--- config.mk ---
export PLATFORM = sky130hd
export DESIGN_NAME = btn_event_ctrl
export DESIGN_NICKNAME = d
export VERILOG_FILES = /design/src/rtl/btn_event_ctrl.sv
export SDC_FILE = /design/constraint.sdc
export NUM_CORES = 1
export LEC_CHECK = 0
export CAP_MARGIN = 10
export CORE_UTILIZATION = 55
export CTS_CLUSTER_SIZE = 24
export DETAILED_ROUTE_END_ITERATION = 8
export PLACE_DENSITY = 0.73
export SLEW_MARGIN = 10
export SYNTH_ARGS = -nofsm -noshare
export SYNTH_HDL_FRONTEND = slang
export SYNTH_SLANG_ARGS = --single-unit
--- constraint.sdc ---
create_clock -name i_clk -period 10.3 [get_ports i_clk]
set_clock_uncertainty 0.1 [all_clocks]
set_input_delay 1.03 -clock i_clk [delete_from_list [all_inputs] [get_ports i_clk]]
set_output_delay 1.03 -clock i_clk [all_outputs]
set_load 0.02 [all_outputs]
--- src/rtl/btn_event_ctrl.sv ---
// btn_event_ctrl: one shared sampler debounces all buttons and queues press/release/long events.
// Optional feature macro: LONG_PRESS_EN (per-button hold counters and LONG events).
module btn_event_ctrl #(
  parameter int unsigned CLK_HZ       = 27_000_000,
  parameter int unsigned SAMPLE_US    = 1000,
  parameter int unsigned NUM_BTN      = 4,
  parameter int unsigned STABLE_N     = 8,
  parameter int unsigned LONG_SAMPLES = 1000,
  parameter int unsigned FIFO_DEPTH   = 8
) (
  input  logic               i_clk,
  input  logic               i_rst,
  input  logic [NUM_BTN-1:0] i_btn,
  output logic [NUM_BTN-1:0] o_level,
  output logic               o_evt_valid,
  input  logic               i_evt_ready,
  output logic [7:0]         o_evt_data,
  output logic               o_overflow,
  input  logic               i_clr_ovf
);

  localparam int unsigned SAMPLE_TICKS = CLK_HZ / 1_000_000 * SAMPLE_US;
  localparam int unsigned PW = (SAMPLE_TICKS > 1) ? $clog2(SAMPLE_TICKS) : 1;
  localparam int unsigned IW = (NUM_BTN > 1) ? $clog2(NUM_BTN) : 1;
  localparam int unsigned AW = $clog2(FIFO_DEPTH);
  localparam int unsigned CW = AW + 1;

  localparam logic [1:0] EVT_PRESS   = 2'b01;
  localparam logic [1:0] EVT_RELEASE = 2'b10;

  // Elaboration-time parameter sanity checks
  generate
    if (SAMPLE_TICKS <= NUM_BTN + 2) begin : g_bad_ticks
      $error("btn_event_ctrl: SAMPLE_TICKS must exceed NUM_BTN+2");
    end
    if (NUM_BTN == 0 || NUM_BTN > 64) begin : g_bad_nbtn
      $error("btn_event_ctrl: NUM_BTN out of range");
    end
    if (STABLE_N < 2 || STABLE_N > 255) begin : g_bad_stable
      $error("btn_event_ctrl: STABLE_N out of range");
    end
    if (LONG_SAMPLES == 0 || LONG_SAMPLES > 65535) begin : g_bad_long
      $error("btn_event_ctrl: LONG_SAMPLES out of range");
    end
    if (FIFO_DEPTH < 2 || (FIFO_DEPTH & (FIFO_DEPTH - 1)) != 0) begin : g_bad_depth
      $error("btn_event_ctrl: FIFO_DEPTH must be a power of two >= 2");
    end
  endgenerate

  typedef enum logic {ST_IDLE, ST_SCAN} state_t;

  logic [NUM_BTN-1:0] sync_q1, sync_q2, snap_q;
  logic [PW-1:0]      presc_q;
  logic               tick_c;
  state_t             state_q;
  logic [IW-1:0]      idx_q;
  logic [7:0]         count_q [NUM_BTN];

  logic       step_c, cur_level_c, cur_snap_c, toggle_c, push_c;
  logic [7:0] count_inc_c, push_data_c;

  // Two-flop synchronizer on the raw buttons
  always_ff @(posedge i_clk) begin
    if (i_rst) begin
      sync_q1 <= '0;
      sync_q2 <= '0;
    end else begin
      sync_q1 <= i_btn;
      sync_q2 <= sync_q1;
    end
  end

  assign tick_c = (presc_q == PW'(SAMPLE_TICKS - 1));

  always_ff @(posedge i_clk) begin
    if (i_rst) presc_q <= '0;
    else       presc_q <= tick_c ? '0 : presc_q + PW'(1);
  end

`ifdef LONG_PRESS_EN
  logic [15:0] hold_q [NUM_BTN];
  logic        long_c;
`endif

  // Debounce decision for the button currently being scanned
  always_comb begin
    step_c      = (state_q == ST_SCAN);
    cur_level_c = o_level[idx_q];
    cur_snap_c  = snap_q[idx_q];
    count_inc_c = (count_q[idx_q] == 8'hFF) ? 8'hFF : count_q[idx_q] + 8'd1;
    toggle_c    = step_c && (cur_snap_c != cur_level_c) && (count_inc_c == 8'(STABLE_N));
    push_c      = toggle_c;
    push_data_c = {cur_level_c ? EVT_RELEASE : EVT_PRESS, 6'(idx_q)};
`ifdef LONG_PRESS_EN
    long_c = step_c && !toggle_c && cur_level_c &&
             (hold_q[idx_q] != 16'(LONG_SAMPLES)) &&
             ((hold_q[idx_q] + 16'd1) == 16'(LONG_SAMPLES));
    if (long_c) begin
      push_c      = 1'b1;
      push_data_c = {2'b11, 6'(idx_q)};
    end
`endif
  end

  // Scan FSM: snapshot on tick, then step one button per cycle
  always_ff @(posedge i_clk) begin
    if (i_rst) begin
      state_q <= ST_IDLE;
      idx_q   <= '0;
      snap_q  <= '0;
      o_level <= '0;
      for (int i = 0; i < NUM_BTN; i++) count_q[i] <= '0;
    end else begin
      case (state_q)
        ST_IDLE: begin
          if (tick_c) begin
            snap_q  <= sync_q2;
            idx_q   <= '0;
            state_q <= ST_SCAN;
          end
        end
        ST_SCAN: begin
          if (cur_snap_c != cur_level_c) count_q[idx_q] <= toggle_c ? 8'd0 : count_inc_c;
          else                           count_q[idx_q] <= 8'd0;
          if (toggle_c) o_level[idx_q] <= ~cur_level_c;
          if (idx_q == IW'(NUM_BTN - 1)) state_q <= ST_IDLE;
          else                           idx_q   <= idx_q + IW'(1);
        end
        default: state_q <= ST_IDLE;
      endcase
    end
  end

`ifdef LONG_PRESS_EN
  // Hold counter restarts on any level change and while released
  always_ff @(posedge i_clk) begin
    if (i_rst) begin
      for (int i = 0; i < NUM_BTN; i++) hold_q[i] <= '0;
    end else if (step_c) begin
      if (toggle_c || !cur_level_c)                  hold_q[idx_q] <= '0;
      else if (hold_q[idx_q] != 16'(LONG_SAMPLES))   hold_q[idx_q] <= hold_q[idx_q] + 16'd1;
    end
  end
`endif

  logic [7:0]    mem_q [FIFO_DEPTH];
  logic [AW-1:0] wr_ptr_q, rd_ptr_q;
  logic [CW-1:0] fcount_q, fcount_next_c;
  logic          full_c, pop_c, wr_c, drop_c;

  // Show-ahead FIFO; a full FIFO still accepts a push when popping in the same cycle
  always_comb begin
    full_c        = (fcount_q == CW'(FIFO_DEPTH));
    pop_c         = o_evt_valid && i_evt_ready;
    wr_c          = push_c && (!full_c || pop_c);
    drop_c        = push_c && full_c && !pop_c;
    fcount_next_c = fcount_q;
    if (wr_c && !pop_c)      fcount_next_c = fcount_q + CW'(1);
    else if (pop_c && !wr_c) fcount_next_c = fcount_q - CW'(1);
  end

  assign o_evt_data = mem_q[rd_ptr_q];

  always_ff @(posedge i_clk) begin
    if (i_rst) begin
      for (int i = 0; i < FIFO_DEPTH; i++) mem_q[i] <= '0;
      wr_ptr_q    <= '0;
      rd_ptr_q    <= '0;
      fcount_q    <= '0;
      o_evt_valid <= 1'b0;
      o_overflow  <= 1'b0;
    end else begin
      if (wr_c) begin
        mem_q[wr_ptr_q] <= push_data_c;
        wr_ptr_q        <= wr_ptr_q + AW'(1);
      end
      if (pop_c) rd_ptr_q <= rd_ptr_q + AW'(1);
      fcount_q    <= fcount_next_c;
      o_evt_valid <= (fcount_next_c != '0);
      if (drop_c)         o_overflow <= 1'b1;
      else if (i_clr_ovf) o_overflow <= 1'b0;
    end
  end

endmodule

* Word level (Yosys, flattened, before mapping) *
Memory sizes are Yosys's and may differ from the RTL's. A register that Yosys moved wholly into a read port is not among the register bits.
Index checks and enable logic that the tools add are counted.
W data, S select, Z words.

storage, ports and cells
  output and inout bits = 14
  register bits after elaboration = 46
  memories kept = 2
  bits of input ports = 8
  memory bits (writable) = 64
  word-level logic and storage cells = 99

cells by class
  add/sub/neg operators = 7
  $lt $le $gt $ge = 2
  bitwise operators = 3
  mux-type cells = 44
  reduce and logical (&&, ||, !) cells = 21
  equal/unequal tests = 8

memory list
  memory   depth  width  rd ports  clocked after memory_dff  wr ports  RTL line  text
  count_q  4      8      1         1                         4         57        logic [7:0] count_q [NUM_BTN];
  mem_q    8      4      1         1                         8         146       logic [7:0] mem_q [FIFO_DEPTH];

operators with widths
  kind                     count
  $mux W8                  4
  $mux W1                  22
  $add A15 B1 Y15 const B  1
  $eq A15 B15 Y1 const B   1
  $mux W2                  6
  $mux W4                  3
  $logic_and A1 B1 Y1      9
  $mux W3                  3
  $add A8 B1 Y8 const B    1
  $eq A8 B4 Y1 const B     1
  $eq A8 B8 Y1 const B     1
  $reduce_or A8 Y1         1
  $add A3 B1 Y3 const B    2
  $reduce_and A2 Y1        3
  $add A4 B1 Y4 const B    1
  $bmux W1 S2              2
  $bwmux W4                1
  $eq A4 B4 Y1 const B     1
  $ne A2 B2 Y1 const B     2
  $pmux W2 S2              1
  $reduce_bool A4 Y1       1
  $reduce_or A4 Y1         1
  $sub A4 B1 Y4 const B    1
  $logic_not A1 Y1         3
  12 further kinds         13

* Depth between registers and ports, before layout *
Gate-level depths: netlist of the first run.

  word-level depth = 11
  depth in mapped cells = 13
  mapped depth without buffers = 10

* Worst setup path before layout of the first run *
No wires, ideal clock.

  path type = register -> register
  start point = reg with a tool-made name
  end point = mem mem_q[0][0] in the netlist's numbering, enable pin
  stages on the path, launching flop included = 10
  arrival time = 3.207 ns
  path slack = 6.620 ns
  clock period less this slack = 3.680 ns
  data required time = 9.827 ns
  buffers on the path = 2
  setup time = 0.373 ns
  path through = dfxtp_1 -> buf_6 -> mux4_2 -> ha_1 -> xor2_1 -> or4b_4 -> nand4b_4 -> or4_4 -> buf_6 -> o31ai_1

RTL lines
  item       RTL line
  to (decl)  146

==> results of run 1 <==
==> worst reg2reg max path, delay by kind of cell, from the launching register on <==
kind | cells | cell delay (ps)
multiplexers | 1 | 650
adder cells (fa/ha/maj) | 1 | 270
XOR/XNOR | 1 | 180
AO/OA/AOI/OAI | 1 | 620
flip-flops | 1 | 650
AND/OR/NAND/NOR | 3 | 1290
==> cell usage after synthesis (2+ instances only) <==
cell type | number | area (µm²)
clkbuf_1 | 19 | 71.32
a31oi_1 | 2 | 12.51
nand2b_1 | 5 | 31.28
or3_1 | 5 | 31.28
nand3_1 | 18 | 90.09
a21oi_1 | 10 | 50.05
nand4_1 | 2 | 12.51
nand3b_1 | 3 | 22.52
buf_2 | 2 | 10.01
mux4_2 | 17 | 382.9
buf_6 | 2 | 22.52
inv_1 | 8 | 30.03
ha_1 | 10 | 125.1
nor4_2 | 2 | 25.02
a211oi_1 | 4 | 30.03
edfxtp_1 | 64 | 1922
buf_4 | 4 | 30.03
and3_1 | 5 | 31.28
nor2b_1 | 13 | 81.33
xnor2_1 | 8 | 70.07
o31ai_1 | 5 | 37.54
o21ai_0 | 10 | 50.05
mux2_2 | 6 | 67.56
nor2_1 | 96 | 360.4
nand2_1 | 39 | 146.4
nor2_2 | 4 | 25.02
o22a_1 | 2 | 17.52
and2_1 | 3 | 18.77
mux2i_1 | 15 | 150.1
dfxtp_1 | 51 | 1021
xor2_1 | 13 | 113.9
nor3_1 | 12 | 60.06
==> layout make-up <==
class	count	area [µm²]	share of cell area (%)
clock buffers	25	516.7	8.398
clock inverters	7	66.31	1.078
inverters	8	30.03	0.4880
multi-input cells	332	2243	36.46
flip-flops and latches	115	2943	47.82
well taps	129	161.4	2.623
repair buffers	20	192.7	3.131
==> how the worst max path moves through the flow <==
stage	start	to	slack, ps	cells after the start
CTS	flip-flop	mem_q[1][3]	6130	7
global route	flip-flop	count_q[2][5]	5850	11
detailed placement	flip-flop	mem_q[1][3]	6150	7
global placement	flip-flop	mem_q[1][2]	6260	7
finish	flip-flop	mem_q[1][3]	6180	7
floorplan	flip-flop	mem_q[0][0]	6620	9
==> placed cells by master, fill, tap and decap left out, types with 12 or more instances in the layout <==
cell type / instances
nor2b_1: 13
clkdlybuf4s50_1: 17
nand2_1: 39
dfxtp_1: 51
mux4_2: 17
mux2i_1: 15
nor3_1: 12
xor2_1: 13
nand3_1: 18
nor2_1: 96
clkbuf_16: 18
edfxtp_1: 64
==> flip-flops by register name (all words and copies together) (netlist names), 4 cells and up, named ones only <==
name	flops
snap_q	4
sync_q1	4
presc_q	15
fcount_q	4
sync_q2	4
count_q	32
mem_q	32
o_level	4
==> power groups by stage <==
| stage | sequential (W) | combinational, W | clock [W] |
|---|---|---|---|
| floorplan | 0.000527 | 0.0000833 | 0 |
| global placement | 0.000533 | 0.000103 | 0 |
| detailed placement | 0.000534 | 0.000107 | 0 |
| CTS | 0.000525 | 0.000106 | 0.000573 |
| global route | 0.000527 | 0.000117 | 0.000592 |
| finish | 0.000524 | 0.000106 | 0.000566 |
==> per-stage QoR <==
step | util [%] | total power, W | hold WS, ps | std cells
floorplan | - | 0.0006098 | 313.0 | 483
global placement | 59.72 | 0.0006364 | 317.7 | 604
detailed placement | 59.72 | 0.0006406 | 323.1 | 604
CTS | 65.97 | 0.001204 | 335.8 | 636
global route | 65.97 | 0.001237 | 360.2 | 636
finish | 65.97 | 0.001196 | 333.1 | 636
==> kinds of logic (layout without fill, tap and decap cells) <==
group | count (synthesis) | count (layout) | share of synthesized area (%)
and+or+nand+nor | 218 | 218 | 19.72
adders and majority gates | 10 | 10 | 2.342
buffers and inverters | 36 | 60 | 3.138
AOI/OAI and AO/OA | 41 | 41 | 4.965
other | 1 | 4 | 0.07019
xor gates and xnor gates | 21 | 21 | 3.443
muxes | 38 | 38 | 11.24
DFF | 115 | 115 | 55.08
==> routing by layer <==
layer / vias up / share of wire, % / routed length (µm) / global-route usage [%]
li1: 1740 / - / - / -
met3: 12 / 3.7 / 380 / 5.687
met5: - / 0 / 0 / 0
met4: 0 / 1.4 / 141 / 9.476
met1: 1746 / 44 / 4490 / 28.10
met2: 82 / 51 / 5278 / 38.25
==> impl_metrics.json, run 1 <==
{
  "p_clk_share_pct": 47.3,
  "synth-seq-cells": 115,
  "synthCells": 480,
  "min_to": "sync_q2[3]",
  "nets": 512,
  "routed_wl_mm": 10.29,
  "async_flop_share_pct": 0,
  "portBuffers": 17,
  "p_leak_nw": 2.131,
  "arrival_ps": 4170,
  "dieArea_um2": 10110,
  "place_area_um2": 5570,
  "slew_headroom_pct": 27.24,
  "io_pins": 22,
  "timing_worst_setup_path_type": "flip-flop to flip-flop",
  "worstHoldPathCells": 1,
  "pwr-share-seq_pct": 43.8,
  "first_iter_violations": 218,
  "area_delta_synth_final_pct": 15.18,
  "netlist_area_um2": 5343,
  "hold_buffers": 0,
  "maxCapViolCount": 0,
  "dieHeight_um": 100.6,
  "critical-path-top-delay-family": "simple AND/OR/NAND/NOR gates",
  "worstSetupStartpointType": "flip-flop",
  "synth_edf_count": 64,
  "cp_num_buf_inv": 0,
  "numCtsBuffers": 17,
  "routedWlPerCell_um": 16.18,
  "core_um2": 9328,
  "rsz0062_at_grt": "no",
  "cts_resized": 0,
  "design_area_um2": 6153,
  "cts_tree": "built",
  "cp_cell_sequence": "mux4_2 > ha_1 > xor2_1 > or4b_4 > nand4b_4 > or4_4 > o31ai_1",
  "yosysSeqAreaShare_pct": 55.08,
  "dp.final_hpwl_mm": 7.295,
  "place_ws_ps": 6152,
  "via_count": 3580,
  "switching_power_w": 0.0002731,
  "post-cts-setup-buffer-count": 0,
  "ys.flop_type": "edfxtp_1",
  "antenna_found_initial": 0,
  "worstPathRequired_ps": 10350,
  "yosys_warnings": 0,
  "combPwrFrac_pct": 8.9,
  "antenna_cells": 0,
  "clk_path_buf_depth": 2,
  "htree_num_levels": 4,
  "grt_usage_pct": 22.77,
  "nFillCells": 717,
  "critPathMaxStageDelay_ps": 650,
  "min_from": "sync_q1[3]",
  "fin_crit_sh_pct": 40.02,
  "fmax_ghz": 0.2426,
  "postRouteAntennaNets": 0,
  "viasPerCell": 5.629,
  "core.rowCount": 35,
  "min_period_ps": 4122,
  "path_max_fanout": 12,
  "r2r_end": "mem_q[1][3]",
  "cts_root_buf": "clkbuf_8",
  "fin_ws_ps": 6178,
  "hold_class": "flip-flop to flip-flop",
  "grt_max_degree": 39,
  "initial_core_util_pct": 57.28,
  "layout-drive-gt1-share_pct": 13.41,
  "tns_ps": 0,
  "gp_congestion": 0.8417,
  "synth_cell_type_count": 53,
  "reg2reg_depth": 7,
  "drv_slew": 0,
  "power_density_nw_per_um2": 194.4,
  "first_pass_iters": 4,
  "avgSynthCellArea_um2": 11.13,
  "p_int_w": 0.0009233,
  "switching_share_pct": 22.83,
  "grt_overflow": 0,
  "first_global_vias": 3496,
  "tightest_slew_ps": 1081,
  "cp-end-kind": "flip-flop",
  "r2r_setup_slack_ps": 6180,
  "hold_viol": 0,
  "drc_errors": 0,
  "die_x_um": 100.6,
  "run_status": "completed",
  "clk_latency_ps": 520,
  "ir_worst_vdd_mv": 0.1158,
  "setup_viol": 0,
  "cp_slowest_cell": "dfxtp_1",
  "clk_pin_slew_ps": 60,
  "clkSinkCount": 115,
  "grt_pass1_wl_mm": 17.20
}
Note: power is estimated with default switching activity, not from simulation.
==> run 2: changes to the inputs <==
clock period = 4.1 ns   (was 10.3 ns; I/O delays follow)
==> impl_metrics.json, run 2 (synthesis results as in run 1) <==
{
  "hold_buffers": 0,
  "worstSetupStartpointType": "flip-flop",
  "grt_pass1_wl_mm": 18.02,
  "final_common_cell": "nor2_1",
  "nFillCells": 710,
  "p_leak_nw": 2.156,
  "core.rowCount": 35,
  "switching_share_pct": 23.15,
  "tightest_slew_ps": 764.0,
  "min_period_ps": 3897,
  "grt_usage_pct": 23.85,
  "pwr-share-seq_pct": 43.8,
  "worstHoldPathCells": 1,
  "arrival_ps": 3940,
  "slew_headroom_pct": 48.53,
  "grt_max_degree": 38,
  "fmax_ghz": 0.2566,
  "first_pass_iters": 4,
  "switching_power_w": 0.0006962,
  "gp_congestion": 0.9144,
  "post-cts-setup-buffer-count": 0,
  "antenna_cells": 0,
  "initial_core_util_pct": 57.28,
  "routed_wl_mm": 10.88,
  "path_max_fanout": 12,
  "drv_slew": 0,
  "io_pins": 22,
  "power_density_nw_per_um2": 485.5,
  "place_inst": 612,
  "routedWlPerCell_um": 16.90,
  "drc_errors": 0,
  "dieHeight_um": 100.6,
  "postRouteAntennaNets": 0,
  "power_w": 0.003007,
  "hold_class": "flip-flop to flip-flop",
  "setup_viol": 0,
  "worstPathRequired_ps": 4140,
  "htree_num_levels": 4,
  "clk_path_buf_depth": 2,
  "dp.final_hpwl_mm": 7.368,
  "timing_worst_setup_path_type": "flip-flop to flip-flop",
  "via_count": 3610,
  "min_to": "sync_q2[1]",
  "r2r_setup_slack_ps": 200,
  "maxCapViolCount": 0,
  "p_int_w": 0.002311,
  "first_global_vias": 3562,
  "area_delta_synth_final_pct": 15.95,
  "die_x_um": 100.6,
  "clk_pin_slew_ps": 60,
  "clkSinkCount": 115,
  "first_iter_violations": 249,
  "cts_resized": 0,
  "reg2reg_depth": 7,
  "min_from": "sync_q1[1]",
  "fin_crit_sh_pct": 95.05,
  "hold_viol": 0,
  "dieArea_um2": 10110,
  "stdcell_count": 644,
  "cts_tree": "built",
  "portBuffers": 17,
  "r2r_end": "mem_q[1][2]",
  "final_cell_mix": "nor2_1, edfxtp_1, dfxtp_1",
  "combPwrFrac_pct": 9.0,
  "viasPerCell": 5.606,
  "ir_worst_vdd_mv": 0.3036,
  "antenna_found_initial": 0,
  "clk_latency_ps": 510,
  "rsz0062_at_grt": "no",
  "layout-drive-gt1-share_pct": 14.37,
  "run_status": "completed",
  "tns_ps": 0,
  "grt_overflow": 0,
  "cp-end-kind": "flip-flop",
  "cts_root_buf": "clkbuf_8",
  "numCtsBuffers": 17,
  "p_clk_share_pct": 47.1,
  "nets": 520,
  "core_um2": 9328,
  "reg_top3": "count_q: 32 flops, mem_q: 32 flops, presc_q: 15 flops"
}
==> run 2: worst max path at each step <==
stage,cells past startpoint,start,end
after global placement,7,flip-flop,mem_q[0][1]
after global routing,7,flip-flop,mem_q[1][3]
final,7,flip-flop,mem_q[1][2]
after CTS,7,flip-flop,mem_q[1][2]
after detailed placement,7,flip-flop,mem_q[1][0]
after floorplan,9,flip-flop,mem_q[0][0]
==> run 2: area by class of cell <==
class / instances / area (µm²) / area share [%]
tap: 129 / 161.4 / 2.606
inverter: 8 / 30.03 / 0.4848
sequential: 115 / 2943 / 47.51
timing repair buffer: 28 / 252.7 / 4.080
multi-input combinational: 332 / 2243 / 36.21
clock buffer: 19 / 421.7 / 6.807
clock inverter: 13 / 142.6 / 2.303
==> run 2: worst max-delay path, cell delays in order, from the launching register on <==
cell,delay (ps)
dfxtp_1,430
mux4_2,620
ha_1,270
xor2_1,180
or4b_4,500
nand4b_4,200
or4_4,600
o31ai_1,620
==> run 2: routing by layer <==
layer | vias up | GRT usage [%] | wire [µm]
li1 | 1744 | - | -
met5 | - | 0 | 0
met3 | 23 | 4.161 | 511
met4 | 0 | 12.15 | 272
met2 | 97 | 40.46 | 5485
met1 | 1746 | 29.37 | 4613
==> run 2: through the flow <==
step | hold slack [ps] | utilization (%) | instance area [µm²] | setup slack (ps)
after CTS | 338.0 | 66.41 | 6195 | 231.0
after global routing | 359.3 | 66.41 | 6195 | 46.67
after floorplan | 313.0 | - | 5354 | 420.0
after global placement | 318.3 | 60.36 | 5630 | 395.6
after detailed placement | 323.1 | 60.36 | 5630 | 233.0
final | 336.0 | 66.41 | 6195 | 203.1
==> run 2: power by group through the flow <==
| stage | sequential [W] | combinational (W) | clock (W) |
|---|---|---|---|
| 6_report | 0.00132 | 0.000271 | 0.00142 |
| 5_1_grt | 0.00133 | 0.000299 | 0.00148 |
| 4_1_cts | 0.00132 | 0.000272 | 0.00143 |
| 3_5_place_dp | 0.00134 | 0.000271 | 0 |
| 3_3_place_gp | 0.00134 | 0.000263 | 0 |
| 2_1_floorplan | 0.00132 | 0.000209 | 0 |
